==> config.mk <==
export PLATFORM = sky130hd
export DESIGN_NAME = reservation_station_flat
export DESIGN_NICKNAME = d
export VERILOG_FILES = /design/src/rtl/reservation_station_pkg.sv /design/src/rtl/reservation_station_if.sv /design/src/rtl/reservation_station_age_matrix.sv /design/src/rtl/reservation_station.sv /design/src/flat_wrapper.sv
export SDC_FILE = /design/constraint.sdc
export NUM_CORES = 1
export LEC_CHECK = 0
export BUFFER_PORTS_ARGS = -buffer_cell sky130_fd_sc_hd__clkbuf_2
export CAP_MARGIN = 20
export CORE_ASPECT_RATIO = 0.7
export CORE_MARGIN = 8
export CORE_UTILIZATION = 52
export DETAILED_ROUTE_END_ITERATION = 16
export PLACE_DENSITY = 0.72
export SYNTH_ARGS = -nofsm -noshare
export SYNTH_HDL_FRONTEND = slang
export SYNTH_SLANG_ARGS = --single-unit
==> constraint.sdc <==
create_clock -name clk -period 3.8 [get_ports clk]
set_input_delay 0.38 -clock clk [delete_from_list [all_inputs] [get_ports clk]]
set_output_delay 0.38 -clock clk [all_outputs]
set_load 0.01 [all_outputs]
==> src/rtl/reservation_station_pkg.sv <==
// ---------------------------------------------------------------------------
// reservation_station_pkg
//   Shared types and default widths for the reservation station. Dispatch and
//   the writeback stage use the same rs_entry_t and width defaults.
//   Contents:
//     RS_XLEN / RS_TAG_W / RS_OP_W / RS_DEPTH  default widths and depth
//     rs_src_t    one source operand {rdy, val, tag}
//     rs_entry_t  one station entry {valid, op, dest_tag, src1, src2}
//     rs_snoop()  apply one CDB broadcast to a source operand
// ---------------------------------------------------------------------------
package reservation_station_pkg;

  localparam int unsigned RS_XLEN  = 32;
  localparam int unsigned RS_TAG_W = 8;
  localparam int unsigned RS_OP_W  = 8;
  localparam int unsigned RS_DEPTH = 4;

  typedef struct packed {
    logic                rdy;
    logic [RS_XLEN-1:0]  val;
    logic [RS_TAG_W-1:0] tag;
  } rs_src_t;

  typedef struct packed {
    logic                valid;
    logic [RS_OP_W-1:0]  op;
    logic [RS_TAG_W-1:0] dest_tag;
    rs_src_t             src1;
    rs_src_t             src2;
  } rs_entry_t;

  // A waiting source captures the broadcast value when its producer tag matches.
  function automatic rs_src_t rs_snoop(rs_src_t s, logic cdb_valid,
                                       logic [RS_TAG_W-1:0] cdb_tag,
                                       logic [RS_XLEN-1:0] cdb_result);
    rs_src_t o;
    o = s;
    if (cdb_valid && !s.rdy && (s.tag == cdb_tag)) begin
      o.rdy = 1'b1;
      o.val = cdb_result;
    end
    return o;
  endfunction

endpackage

==> src/rtl/reservation_station_if.sv <==
// ---------------------------------------------------------------------------
// reservation_station_if
//   Dispatch, CDB and functional-unit signals of the reservation station.
//   slave  : the station (consumes alloc_* / cdb_* / issue_ready)
//   master : the environment (dispatch, writeback CDB, functional unit)
//   alloc_* : valid/ready dispatch handshake with op, dest tag, two sources
//   cdb_*   : broadcast valid, tag and result
//   issue_* : valid/ready handshake towards the functional unit
// ---------------------------------------------------------------------------
interface reservation_station_if
  import reservation_station_pkg::*;
#(
  parameter int unsigned XLEN  = RS_XLEN,
  parameter int unsigned TAG_W = RS_TAG_W,
  parameter int unsigned OP_W  = RS_OP_W
) ();

  logic             alloc_valid;
  logic             alloc_ready;
  logic [OP_W-1:0]  alloc_op;
  logic [TAG_W-1:0] alloc_dest_tag;
  logic             alloc_src1_rdy;
  logic [XLEN-1:0]  alloc_src1_val;
  logic [TAG_W-1:0] alloc_src1_tag;
  logic             alloc_src2_rdy;
  logic [XLEN-1:0]  alloc_src2_val;
  logic [TAG_W-1:0] alloc_src2_tag;

  logic             cdb_valid;
  logic [TAG_W-1:0] cdb_tag;
  logic [XLEN-1:0]  cdb_result;

  logic             issue_valid;
  logic             issue_ready;
  logic [OP_W-1:0]  issue_op;
  logic [XLEN-1:0]  issue_src1;
  logic [XLEN-1:0]  issue_src2;
  logic [TAG_W-1:0] issue_dest_tag;

  modport slave (
    input  alloc_valid, alloc_op, alloc_dest_tag,
           alloc_src1_rdy, alloc_src1_val, alloc_src1_tag,
           alloc_src2_rdy, alloc_src2_val, alloc_src2_tag,
           cdb_valid, cdb_tag, cdb_result, issue_ready,
    output alloc_ready, issue_valid, issue_op, issue_src1, issue_src2,
           issue_dest_tag
  );

  modport master (
    output alloc_valid, alloc_op, alloc_dest_tag,
           alloc_src1_rdy, alloc_src1_val, alloc_src1_tag,
           alloc_src2_rdy, alloc_src2_val, alloc_src2_tag,
           cdb_valid, cdb_tag, cdb_result, issue_ready,
    input  alloc_ready, issue_valid, issue_op, issue_src1, issue_src2,
           issue_dest_tag
  );

endinterface

==> src/rtl/reservation_station_age_matrix.sv <==
// ---------------------------------------------------------------------------
// rs_age_matrix
//   DEPTH x DEPTH age matrix. older_q[i][j]=1 means entry i was allocated
//   before entry j. Picks the oldest requester as a one-hot mask.
//   clk, rst_n : clock, asynchronous active-low reset
//   alloc_i    : one-hot slot being allocated this cycle (or zero)
//   free_i     : one-hot slot being freed this cycle (or zero)
//   req_i      : slots competing for selection
//   oldest_o   : one-hot oldest requester (zero when no request)
// ---------------------------------------------------------------------------
module rs_age_matrix #(
  parameter int unsigned DEPTH = 4
) (
  input  logic             clk,
  input  logic             rst_n,
  input  logic [DEPTH-1:0] alloc_i,
  input  logic [DEPTH-1:0] free_i,
  input  logic [DEPTH-1:0] req_i,
  output logic [DEPTH-1:0] oldest_o
);

  logic [DEPTH-1:0] older_q [DEPTH];
  logic [DEPTH-1:0] older_d [DEPTH];

  // A newcomer is younger than every slot: set its column, clear its row.
  // Bits of an empty slot are don't-care until it is allocated again.
  always_comb begin
    older_d = older_q;
    for (int unsigned i = 0; i < DEPTH; i++) begin
      for (int unsigned j = 0; j < DEPTH; j++) begin
        if (alloc_i[j] && (i != j)) older_d[i][j] = 1'b1;
        if (alloc_i[i])             older_d[i][j] = 1'b0;
        if (free_i[i] || free_i[j]) older_d[i][j] = 1'b0;
      end
    end
  end

  always_ff @(posedge clk or negedge rst_n) begin
    if (!rst_n) begin
      for (int unsigned i = 0; i < DEPTH; i++) older_q[i] <= '0;
    end else begin
      older_q <= older_d;
    end
  end

  // A requester wins when no other requester is older than it.
  always_comb begin
    oldest_o = '0;
    for (int unsigned i = 0; i < DEPTH; i++) begin
      logic blocked;
      blocked = 1'b0;
      for (int unsigned j = 0; j < DEPTH; j++) begin
        if (req_i[j] && older_q[j][i]) blocked = 1'b1;
      end
      oldest_o[i] = req_i[i] && !blocked;
    end
  end

endmodule

==> src/rtl/reservation_station.sv <==
// ---------------------------------------------------------------------------
// reservation_station
//   Tomasulo reservation station holding up to DEPTH operations. Operands are
//   values or producer tags; pending tags are captured from the CDB. The
//   oldest entry with both operands ready is presented to the functional unit.
//   clk       : clock
//   rst_n     : asynchronous active-low reset (invalidates all entries)
//   flush     : synchronous squash; also gates issue_valid while high
//   rs        : dispatch / CDB / issue bundle (reservation_station_if.slave)
//   occupancy : number of valid entries
// ---------------------------------------------------------------------------
module reservation_station
  import reservation_station_pkg::*;
#(
  parameter int unsigned XLEN  = RS_XLEN,
  parameter int unsigned TAG_W = RS_TAG_W,
  parameter int unsigned OP_W  = RS_OP_W,
  parameter int unsigned DEPTH = RS_DEPTH
) (
  input  logic                         clk,
  input  logic                         rst_n,
  input  logic                         flush,
  reservation_station_if.slave         rs,
  output logic [$clog2(DEPTH+1)-1:0]   occupancy
);

  localparam int unsigned CNT_W = $clog2(DEPTH + 1);

  typedef struct packed {
    logic             rdy;
    logic [XLEN-1:0]  val;
    logic [TAG_W-1:0] tag;
  } src_t;

  typedef struct packed {
    logic [OP_W-1:0]  op;
    logic [TAG_W-1:0] dest_tag;
    src_t             src1;
    src_t             src2;
  } entry_t;

  function automatic src_t snoop(src_t s, logic v, logic [TAG_W-1:0] t,
                                 logic [XLEN-1:0] r);
    src_t o;
    o = s;
    if (v && !s.rdy && (s.tag == t)) begin
      o.rdy = 1'b1;
      o.val = r;
    end
    return o;
  endfunction

  logic [DEPTH-1:0] valid_q, valid_d;
  entry_t           ent_q [DEPTH];
  entry_t           ent_d [DEPTH];

  logic [DEPTH-1:0] free_oh, alloc_oh, req, grant, age_alloc, age_free;
  logic             alloc_fire, issue_fire, issue_vld;
  entry_t           new_ent;
  logic [OP_W-1:0]  sel_op;
  logic [TAG_W-1:0] sel_dest;
  logic [XLEN-1:0]  sel_src1, sel_src2;

  always_comb begin
    occupancy = '0;
    for (int unsigned i = 0; i < DEPTH; i++) occupancy = occupancy + CNT_W'(valid_q[i]);
  end

  // Uses registered occupancy, so a slot freed by this cycle's issue stays
  // unavailable until the next cycle.
  assign rs.alloc_ready = (occupancy < CNT_W'(DEPTH));
  assign alloc_fire     = rs.alloc_valid && rs.alloc_ready && !flush;

  // Lowest-index free slot.
  always_comb begin
    logic found;
    found   = 1'b0;
    free_oh = '0;
    for (int unsigned i = 0; i < DEPTH; i++) begin
      if (!valid_q[i] && !found) begin
        free_oh[i] = 1'b1;
        found      = 1'b1;
      end
    end
  end
  assign alloc_oh = alloc_fire ? free_oh : '0;

  always_comb begin
    for (int unsigned i = 0; i < DEPTH; i++)
      req[i] = valid_q[i] && ent_q[i].src1.rdy && ent_q[i].src2.rdy;
  end

  assign issue_vld  = (|req) && !flush;
  assign issue_fire = issue_vld && rs.issue_ready;
  assign age_alloc  = alloc_oh;
  assign age_free   = issue_fire ? grant : '0;

  rs_age_matrix #(.DEPTH(DEPTH)) u_age (
    .clk      (clk),
    .rst_n    (rst_n),
    .alloc_i  (age_alloc),
    .free_i   (age_free),
    .req_i    (req),
    .oldest_o (grant)
  );

  always_comb begin
    sel_op   = '0;
    sel_dest = '0;
    sel_src1 = '0;
    sel_src2 = '0;
    for (int unsigned i = 0; i < DEPTH; i++) begin
      if (grant[i]) begin
        sel_op   = ent_q[i].op;
        sel_dest = ent_q[i].dest_tag;
        sel_src1 = ent_q[i].src1.val;
        sel_src2 = ent_q[i].src2.val;
      end
    end
  end

  assign rs.issue_valid    = issue_vld;
  assign rs.issue_op       = issue_vld ? sel_op   : '0;
  assign rs.issue_dest_tag = issue_vld ? sel_dest : '0;
  assign rs.issue_src1     = issue_vld ? sel_src1 : '0;
  assign rs.issue_src2     = issue_vld ? sel_src2 : '0;

  // Incoming op, with same-cycle CDB bypass for pending sources.
  always_comb begin
    new_ent.op       = rs.alloc_op;
    new_ent.dest_tag = rs.alloc_dest_tag;
    new_ent.src1     = snoop('{rdy: rs.alloc_src1_rdy, val: rs.alloc_src1_val,
                               tag: rs.alloc_src1_tag},
                             rs.cdb_valid, rs.cdb_tag, rs.cdb_result);
    new_ent.src2     = snoop('{rdy: rs.alloc_src2_rdy, val: rs.alloc_src2_val,
                               tag: rs.alloc_src2_tag},
                             rs.cdb_valid, rs.cdb_tag, rs.cdb_result);
  end

  always_comb begin
    valid_d = valid_q;
    ent_d   = ent_q;
    for (int unsigned i = 0; i < DEPTH; i++) begin
      if (valid_q[i]) begin
        ent_d[i].src1 = snoop(ent_q[i].src1, rs.cdb_valid, rs.cdb_tag, rs.cdb_result);
        ent_d[i].src2 = snoop(ent_q[i].src2, rs.cdb_valid, rs.cdb_tag, rs.cdb_result);
      end
    end
    if (issue_fire) valid_d = valid_d & ~grant;
    if (alloc_fire) begin
      valid_d = valid_d | alloc_oh;
      for (int unsigned i = 0; i < DEPTH; i++) begin
        if (alloc_oh[i]) ent_d[i] = new_ent;
      end
    end
    if (flush) valid_d = '0;
  end

  always_ff @(posedge clk or negedge rst_n) begin
    if (!rst_n) begin
      valid_q <= '0;
      for (int unsigned i = 0; i < DEPTH; i++) ent_q[i] <= '0;
    end else begin
      valid_q <= valid_d;
      ent_q   <= ent_d;
    end
  end

endmodule

==> src/flat_wrapper.sv <==
// flat-port wrapper written by rule: the top's interface ports become plain ports
module reservation_station_flat import reservation_station_pkg::*;
#(
  parameter int unsigned XLEN  = RS_XLEN,
  parameter int unsigned TAG_W = RS_TAG_W,
  parameter int unsigned OP_W  = RS_OP_W,
  parameter int unsigned DEPTH = RS_DEPTH
)
  (clk, rst_n, flush, occupancy, rs_alloc_valid, rs_alloc_op, rs_alloc_dest_tag, rs_alloc_src1_rdy, rs_alloc_src1_val, rs_alloc_src1_tag, rs_alloc_src2_rdy, rs_alloc_src2_val, rs_alloc_src2_tag, rs_cdb_valid, rs_cdb_tag, rs_cdb_result, rs_issue_ready, rs_alloc_ready, rs_issue_valid, rs_issue_op, rs_issue_src1, rs_issue_src2, rs_issue_dest_tag);
  reservation_station_if #(.XLEN(XLEN), .TAG_W(TAG_W), .OP_W(OP_W)) rs_i ();
  input  logic clk;
  input  logic rst_n;
  input  logic flush;
  output logic [$clog2(DEPTH+1)-1:0] occupancy;
  input wire logic [$bits(rs_i.alloc_valid)-1:0] rs_alloc_valid;
  input wire logic [$bits(rs_i.alloc_op)-1:0] rs_alloc_op;
  input wire logic [$bits(rs_i.alloc_dest_tag)-1:0] rs_alloc_dest_tag;
  input wire logic [$bits(rs_i.alloc_src1_rdy)-1:0] rs_alloc_src1_rdy;
  input wire logic [$bits(rs_i.alloc_src1_val)-1:0] rs_alloc_src1_val;
  input wire logic [$bits(rs_i.alloc_src1_tag)-1:0] rs_alloc_src1_tag;
  input wire logic [$bits(rs_i.alloc_src2_rdy)-1:0] rs_alloc_src2_rdy;
  input wire logic [$bits(rs_i.alloc_src2_val)-1:0] rs_alloc_src2_val;
  input wire logic [$bits(rs_i.alloc_src2_tag)-1:0] rs_alloc_src2_tag;
  input wire logic [$bits(rs_i.cdb_valid)-1:0] rs_cdb_valid;
  input wire logic [$bits(rs_i.cdb_tag)-1:0] rs_cdb_tag;
  input wire logic [$bits(rs_i.cdb_result)-1:0] rs_cdb_result;
  input wire logic [$bits(rs_i.issue_ready)-1:0] rs_issue_ready;
  output wire logic [$bits(rs_i.alloc_ready)-1:0] rs_alloc_ready;
  output wire logic [$bits(rs_i.issue_valid)-1:0] rs_issue_valid;
  output wire logic [$bits(rs_i.issue_op)-1:0] rs_issue_op;
  output wire logic [$bits(rs_i.issue_src1)-1:0] rs_issue_src1;
  output wire logic [$bits(rs_i.issue_src2)-1:0] rs_issue_src2;
  output wire logic [$bits(rs_i.issue_dest_tag)-1:0] rs_issue_dest_tag;
  assign rs_i.alloc_valid = rs_alloc_valid;
  assign rs_i.alloc_op = rs_alloc_op;
  assign rs_i.alloc_dest_tag = rs_alloc_dest_tag;
  assign rs_i.alloc_src1_rdy = rs_alloc_src1_rdy;
  assign rs_i.alloc_src1_val = rs_alloc_src1_val;
  assign rs_i.alloc_src1_tag = rs_alloc_src1_tag;
  assign rs_i.alloc_src2_rdy = rs_alloc_src2_rdy;
  assign rs_i.alloc_src2_val = rs_alloc_src2_val;
  assign rs_i.alloc_src2_tag = rs_alloc_src2_tag;
  assign rs_i.cdb_valid = rs_cdb_valid;
  assign rs_i.cdb_tag = rs_cdb_tag;
  assign rs_i.cdb_result = rs_cdb_result;
  assign rs_i.issue_ready = rs_issue_ready;
  assign rs_alloc_ready = rs_i.alloc_ready;
  assign rs_issue_valid = rs_i.issue_valid;
  assign rs_issue_op = rs_i.issue_op;
  assign rs_issue_src1 = rs_i.issue_src1;
  assign rs_issue_src2 = rs_i.issue_src2;
  assign rs_issue_dest_tag = rs_i.issue_dest_tag;
  reservation_station #(.XLEN(XLEN), .TAG_W(TAG_W), .OP_W(OP_W), .DEPTH(DEPTH)) u_core (.clk(clk), .rst_n(rst_n), .flush(flush), .rs(rs_i), .occupancy(occupancy));
endmodule
==> qor.csv, run 1 <==
stage;metric;value;unit
clock_tree;CTS tree;yes;
synthesis;Syn Nets;2541;
global_routing;gr ovfl total;0;
synthesis;Post-Synthesis Cells;2392;
clock_tree;number of CTS-inserted buffers;42;
place;IO buf count;228;
place;Final HPWL DP;47000;um
clock_tree;post-CTS setup repair buffer count;0;
critical_path;CP startpoint kind;register;
synthesis;Post-synth top flop;dfrtp_1;
die;Core Rows;62;
critical_path;critical path class;register to output pin;
clock_tree;clock slew at reported path FFs;60;ps
global_routing;Total GRT Usage;0.316;
synthesis;post-synth cell types;62;
power;Net Sw Power;2.96;mW
power;Clock Power Share;0.381;
global_routing;vias in the first global route;20600;
timing;final setup vio count;0;
timing;RSZ-0062 raised after global routing;false;
timing;crit path time final;3710;ps
timing;Hold Vio Cnt, Final;0;
routing;vias per cell;6.61;
synthesis;FF+latch count, synth;408;
timing;final setup skew;37.7;ps
die;Die H;186;um
finish;fillers;3502;
routing;Routed Antenna Nets;0;
global_routing;first-pass GRT wire length;121000;um
synthesis;register area share after synthesis;0.477;
worst_hold_path;worst hold path depth;3;
die;Die Area;0.0480;sq mm
timing;Slew Viols, Final;0;
finish;most frequent cells in the layout;nand2_1, dfrtp_1, nor2_1;
finish;final net count;2667;
die;Core Footprint;0.0408;sq mm
synthesis;Synth async-reset ratio;1.00;
critical_path;largest stage delay on the critical path;630;ps
routing;total length of routed wires;78200;um
synthesis;EDFF count, synth;0;
place;gpl congestion;0.889;
timing;setup TNS;0;ps
die;I/O Pins;229;
job;max capacitance violation total;0;
routing;detailed-route via count;20400;
synthesis;Post-Syn Area;0.0214;sq mm
timing;slew margin rel.;0.215;
synthesis;Syn. warnings;0;
clock_tree;Max H-tree Level;2;
critical_path;critical path's slowest cell;dfrtp_1;
critical_path;crit path DAT;3330;ps
finish;Layout area overhead;13.7;%
worst_hold_path;hold crit path type;input pin to register;
critical_path;Crit. End Element;output pin;
timing;post-route clock period utilization;0.977;
global_routing;initial antenna violation count;3;
worst_hold_path;Hold Crit Start;rs_alloc_op[0];
critical_path;setup slack, reg-to-reg;320;ps
clock_tree;Max clock buf depth;3;
clock_tree;clk sink count;408;
critical_path;Worst EP required;3420;ps
routing;number of DRC markers in iteration 0;3285;
power;Flop pwr share;0.489;
worst_hold_path;Hold Crit Endpoint;u_core.ent_q[90];
synthesis;mean area per synthesized cell;8.95;sq um
power;Logic pwr share;0.130;
critical_path;r2r endpoint;u_core.ent_q[226];
clock_tree;Root Buffer;clkbuf_16;
power;Internal Power;7.83;mW
timing;Fmax;269;MHz
global_routing;largest net degree at the start of global routing;100;
finish;most common cell after layout, fill and taps aside;nand2_1;
critical_path;Reg2Reg Launch Point;u_core.valid_q[1];
die;chip width;259;um
finish;layout cells sized above 1;0.166;
power;sw frac;0.274;
timing;measured slew at the worst slew-check pin;1180;ps
power;Pwr Density;443;mW/mm^2
critical_path;r2r worst-path depth;11;
die;starting density of the core;0.525;
routing;wire per inst;25.3;um
power;Pleak;12.2;nW
critical_path;crit-path max FO;20;
power;Power Total;10.8;mW
routing;first-pass iteration count of the detailed router;12;
routing;drt drc;0;
clock_tree;Worst-Skew Late Latency;570;ps
critical_path;worst-path cell chain;nand3_1, a41oi_2, nand2_4, buf_4, o31ai_1, clkbuf_2;
outcome;status;finished clean;
power;VDD IR-drop max;0.302;mV
## worst max-delay path by stage
stage	from	slack (ps)	cells after the start	end
global route	u_core.valid_q[2]	20	6	rs_issue_src2[2]
CTS	u_core.valid_q[0]	80	8	rs_issue_src1[27]
floorplan	u_core.valid_q[1]	1040	11	u_core.ent_q[227]
finish	u_core.valid_q[2]	90	6	rs_issue_src1[0]
detailed placement	u_core.valid_q[1]	430	11	u_core.ent_q[226]
global placement	u_core.valid_q[1]	480	11	u_core.ent_q[204]
## per-stage QoR
stage	std cells	worst slack [ps]	cell area, sq um	hold slack, ps	util
6_report	3094	88.6	24300	78.1	0.597
5_1_grt	3093	24.3	24300	69.2	0.596
4_1_cts	3090	75.3	24300	54.8	0.595
3_5_place_dp	3016	435	23000	450	0.563
3_3_place_gp	3015	482	22900	447	0.562
2_1_floorplan	2392	1040	21400	84.4	-
## kinds of logic after synthesis
group | count (synthesis) | share of synthesized area
flip-flops | 408 | 0.477
XOR/XNOR | 77 | 0.0315
adder cells (fa/ha/maj) | 5 | 0.00327
buffers and inverters | 315 | 0.0689
multiplexers | 2 | 0.00175
AO/OA/AOI/OAI | 648 | 0.238
AND/OR/NAND/NOR | 937 | 0.180
## synth_stat cells (3+ instances only)
master | instances | share of area
a222oi_1 | 33 | 0.015
o21ai_0 | 20 | 0.0047
o31ai_1 | 79 | 0.028
nand4_1 | 17 | 0.0050
a221oi_1 | 80 | 0.033
inv_1 | 104 | 0.018
buf_6 | 16 | 0.0084
and4b_1 | 3 | 0.0014
dfrtp_1 | 408 | 0.48
a32oi_1 | 3 | 0.0012
nand3_1 | 45 | 0.011
nor2_1 | 350 | 0.061
and4_1 | 3 | 0.0012
nor2b_1 | 3 | 0.00088
xnor2_1 | 15 | 0.0061
o221a_2 | 28 | 0.015
o32ai_1 | 64 | 0.026
and3_1 | 4 | 0.0012
o21a_1 | 124 | 0.043
and2_1 | 5 | 0.0015
nand2_1 | 458 | 0.080
buf_4 | 25 | 0.0088
a21boi_1 | 4 | 0.0014
nor3_1 | 24 | 0.0056
nand2b_1 | 4 | 0.0012
nor4_1 | 7 | 0.0020
a21oi_2 | 5 | 0.0020
buf_1 | 8 | 0.0014
clkbuf_1 | 98 | 0.017
buf_2 | 63 | 0.015
ha_1 | 4 | 0.0023
a21oi_1 | 64 | 0.015
o221a_1 | 7 | 0.0037
xor2_1 | 62 | 0.025
a22oi_1 | 126 | 0.044
## power by group through the flow
stage	logic, mW	registers [mW]	clock network [mW]
global placement	1.30	5.30	0
global route	1.54	5.32	4.32
CTS	1.38	5.25	4.14
floorplan	0.897	5.23	0
finish	1.40	5.28	4.11
detailed placement	1.37	5.32	0
## layer usage
layer | global-route usage | up-vias | part of all wire
li1 | - | 8684 | -
met1 | 0.435 | 10100 | 0.40
met2 | 0.489 | 1455 | 0.45
met3 | 0.0627 | 230 | 0.12
met4 | 0.131 | 0 | 0.035
met5 | 0 | - | 0
## timing repair
item	4_1_cts	5_1_grt
setup endpoints to repair	0	4
gates resized for setup	0	4
hold endpoints to repair	80	0
hold buffers	1	0
## worst max-delay path: cells and delay by family (launching register included)
family,cells,cell delay (ps)
AO/OA/AOI/OAI,2,1030
flip-flops,1,630
buffers and inverters,2,570
AND/OR/NAND/NOR,2,530
## area by class of cell
cell class / instances / area (sq um) / share of cell area
repair buffers: 292 / 1850 / 0.0760
clock inverters: 12 / 121 / 0.00499
clock buffers: 61 / 1190 / 0.0490
multi-input cells: 1669 / 9880 / 0.406
diodes: 3 / 7.51 / 0.000308
well taps: 544 / 681 / 0.0280
inverters: 105 / 394 / 0.0162
flip-flops and latches: 408 / 10200 / 0.419
## registers in the layout (all words and copies together), names as in the netlist
name                  count
u_core.ent_q            392
u_core.u_age.older_q     12
u_core.valid_q            4
No activity file was read; power rests on OpenSTA's default activity.
==> run 2, diff against run 1 <==
Settings changed: CORE_UTILIZATION 52 to 49, PLACE_DENSITY 0.72 to 0.68.
==> run 2 against run 1 <==
  * Highest routed layer is now met5
  * Via count decreased by 1.0%
  * Critical endpoint is now rs_issue_src2[2]
  * Clock power is 6.1% higher
  * Flip-flop and latch count did not move
  * Largest cell class unchanged
  * Fmax decreased by 1.0%
==> qor.csv, run 2 (synthesis gave the netlist of run 1 again) <==
stage;metric;value;unit
outcome;status;finished clean;
finish;most common cell after layout, fill and taps aside;nand2_1;
die;Core Footprint;0.0434;sq mm
timing;crit path time final;3750;ps
finish;most frequent cells in the layout;nand2_1, dfrtp_1, nor2_1;
clock_tree;Worst-Skew Late Latency;560;ps
die;chip width;266;um
routing;total length of routed wires;79700;um
critical_path;Critical Path Source;u_core.ent_q[334];
critical_path;critical path class;register to output pin;
die;Die H;191;um
finish;number of flip-flops in the largest register;392;
timing;RSZ-0062 raised after global routing;false;
global_routing;Total GRT Usage;0.303;
critical_path;largest stage delay on the critical path;670;ps
routing;wire per inst;25.3;um
clock_tree;Max clock buf depth;3;
clock_tree;number of CTS-inserted buffers;43;
power;Pwr Density;450;mW/mm^2
timing;slew margin rel.;0.257;
routing;vias per cell;6.42;
routing;drt drc;0;
finish;final net count;2673;
critical_path;Crit. End Element;output pin;
critical_path;crit path DAT;3370;ps
clock_tree;Root Buffer;clkbuf_16;
power;Logic pwr share;0.127;
timing;Slew Viols, Final;0;
global_routing;first-pass GRT wire length;122000;um
timing;measured slew at the worst slew-check pin;1110;ps
global_routing;largest net degree at the start of global routing;106;
critical_path;CP startpoint kind;register;
timing;Hold Vio Cnt, Final;0;
routing;number of DRC markers in iteration 0;3044;
timing;Fmax;267;MHz
place;Final HPWL DP;47300;um
job;max capacitance violation total;0;
power;Flop pwr share;0.478;
power;VDD IR-drop max;0.294;mV
place;gpl congestion;0.897;
finish;layout cells sized above 1;0.169;
global_routing;initial antenna violation count;2;
clock_tree;CTS tree;yes;
routing;detailed-route via count;20200;
timing;setup TNS;0;ps
timing;hold_ws;69.4;ps
power;Clock Power Share;0.395;
finish;Layout area overhead;14.5;%
timing;final setup skew;13.1;ps
worst_hold_path;Hold Crit Start;rs_alloc_dest_tag[7];
worst_hold_path;Hold Crit Endpoint;u_core.ent_q[187];
critical_path;worst-path cell chain;nand3_1, and4b_1, o31a_2, a221oi_1, o31ai_1, clkbuf_2;
clock_tree;Max H-tree Level;2;
global_routing;vias in the first global route;20500;
clock_tree;clock slew at reported path FFs;60;ps
critical_path;r2r endpoint;u_core.ent_q[235];
place;IO buf count;228;
power;sw frac;0.269;
power;Pleak;12.2;nW
power;Net Sw Power;2.97;mW
timing;final setup vio count;0;
global_routing;gr ovfl total;0;
routing;first-pass iteration count of the detailed router;8;
clock_tree;clk sink count;408;
timing;post-route clock period utilization;0.987;
critical_path;critical path's slowest cell;o31ai_1;
critical_path;Reg2Reg Launch Point;u_core.valid_q[1];
die;I/O Pins;229;
worst_hold_path;worst hold path depth;3;
finish;fillers;3869;
die;Die Area;0.0508;sq mm
die;starting density of the core;0.493;
finish;largest registers;u_core.ent_q x392, u_core.u_age.older_q x12, u_core.valid_q x4;
worst_hold_path;hold crit path type;input pin to register;
critical_path;setup slack, reg-to-reg;420;ps
die;Core Rows;64;
power;Internal Power;8.06;mW
critical_path;crit-path max FO;20;
critical_path;r2r worst-path depth;11;
routing;Routed Antenna Nets;0;
finish;largest register by flop count;u_core.ent_q;
critical_path;Worst EP required;3420;ps
## run 2: cell count changes in the layout (fill, tap and decap cells not counted), moves of 2 or more
cell        delta
clkinvlp_4     -2
buf_4          +5
clkinv_2       +2
o31ai_2        -3
clkbuf_16      +2
clkbuf_8       +5
o31ai_1        +3
clkbuf_1       -7
## run 2: layout make-up
| type | count | area (sq um) | area share |
|---|---|---|---|
| flip-flops and latches | 408 | 10200 | 0.416 |
| clock inverters | 13 | 149 | 0.00607 |
| repair buffers | 297 | 1880 | 0.0766 |
| clock buffers | 61 | 1290 | 0.0524 |
| well taps | 594 | 743 | 0.0303 |
| multi-input cells | 1669 | 9860 | 0.402 |
| diodes | 2 | 5.00 | 0.000204 |
| inverters | 105 | 394 | 0.0161 |
## run 2: what timing repair did
action | in CTS | in global routing
resized for setup | 0 | 0
hold buffers | 1 | 0
endpoints found under the hold margin | 100 | 0
buffers inserted | 0 | 0
## run 2: worst max path at each step
stage | cells after the start | endpoint | slack (ps)
6_report | 6 | rs_issue_src2[2] | 50
3_5_place_dp | 10 | u_core.ent_q[263] | 500
2_1_floorplan | 11 | u_core.ent_q[227] | 1040
3_3_place_gp | 10 | u_core.ent_q[76] | 480
4_1_cts | 6 | rs_issue_src2[2] | 140
5_1_grt | 8 | rs_issue_src1[29] | 40
## run 2: power by group through the flow
stage,combinational (mW),clock [mW],sequential [mW]
after global routing,1.54,4.57,5.32
after global placement,1.32,0,5.30
after detailed placement,1.38,0,5.33
after floorplan,0.897,0,5.23
final,1.40,4.36,5.28
after CTS,1.38,4.40,5.26
## run 2: metal layers
metal	track usage	up-vias	part of all wire
met5	0	-	0.00016
met2	0.473	1292	0.45
met3	0.0708	186	0.11
met4	0.103	2	0.030
met1	0.415	10100	0.41
li1	-	8692	-
## run 2: stage by stage
step           utilization  power [mW]  setup WS, ps  cells  area (sq um)
2_1_floorplan            -        6.13          1040   2392         21400
6_report             0.565        11.0          50.8   3149         24500
3_5_place_dp         0.532        6.70           505   3072         23100
4_1_cts              0.565        11.0           145   3147         24500
5_1_grt              0.565        11.4          38.5   3148         24500
3_3_place_gp         0.531        6.62           476   3071         23100
## run 2: worst max-delay path, delay by kind of cell, from the launching register on
| kind | cells | cell delay [ps] |
|---|---|---|
| compound gates | 3 | 1510 |
| buf+inv | 1 | 260 |
| flops | 1 | 520 |
| simple gates | 2 | 500 |
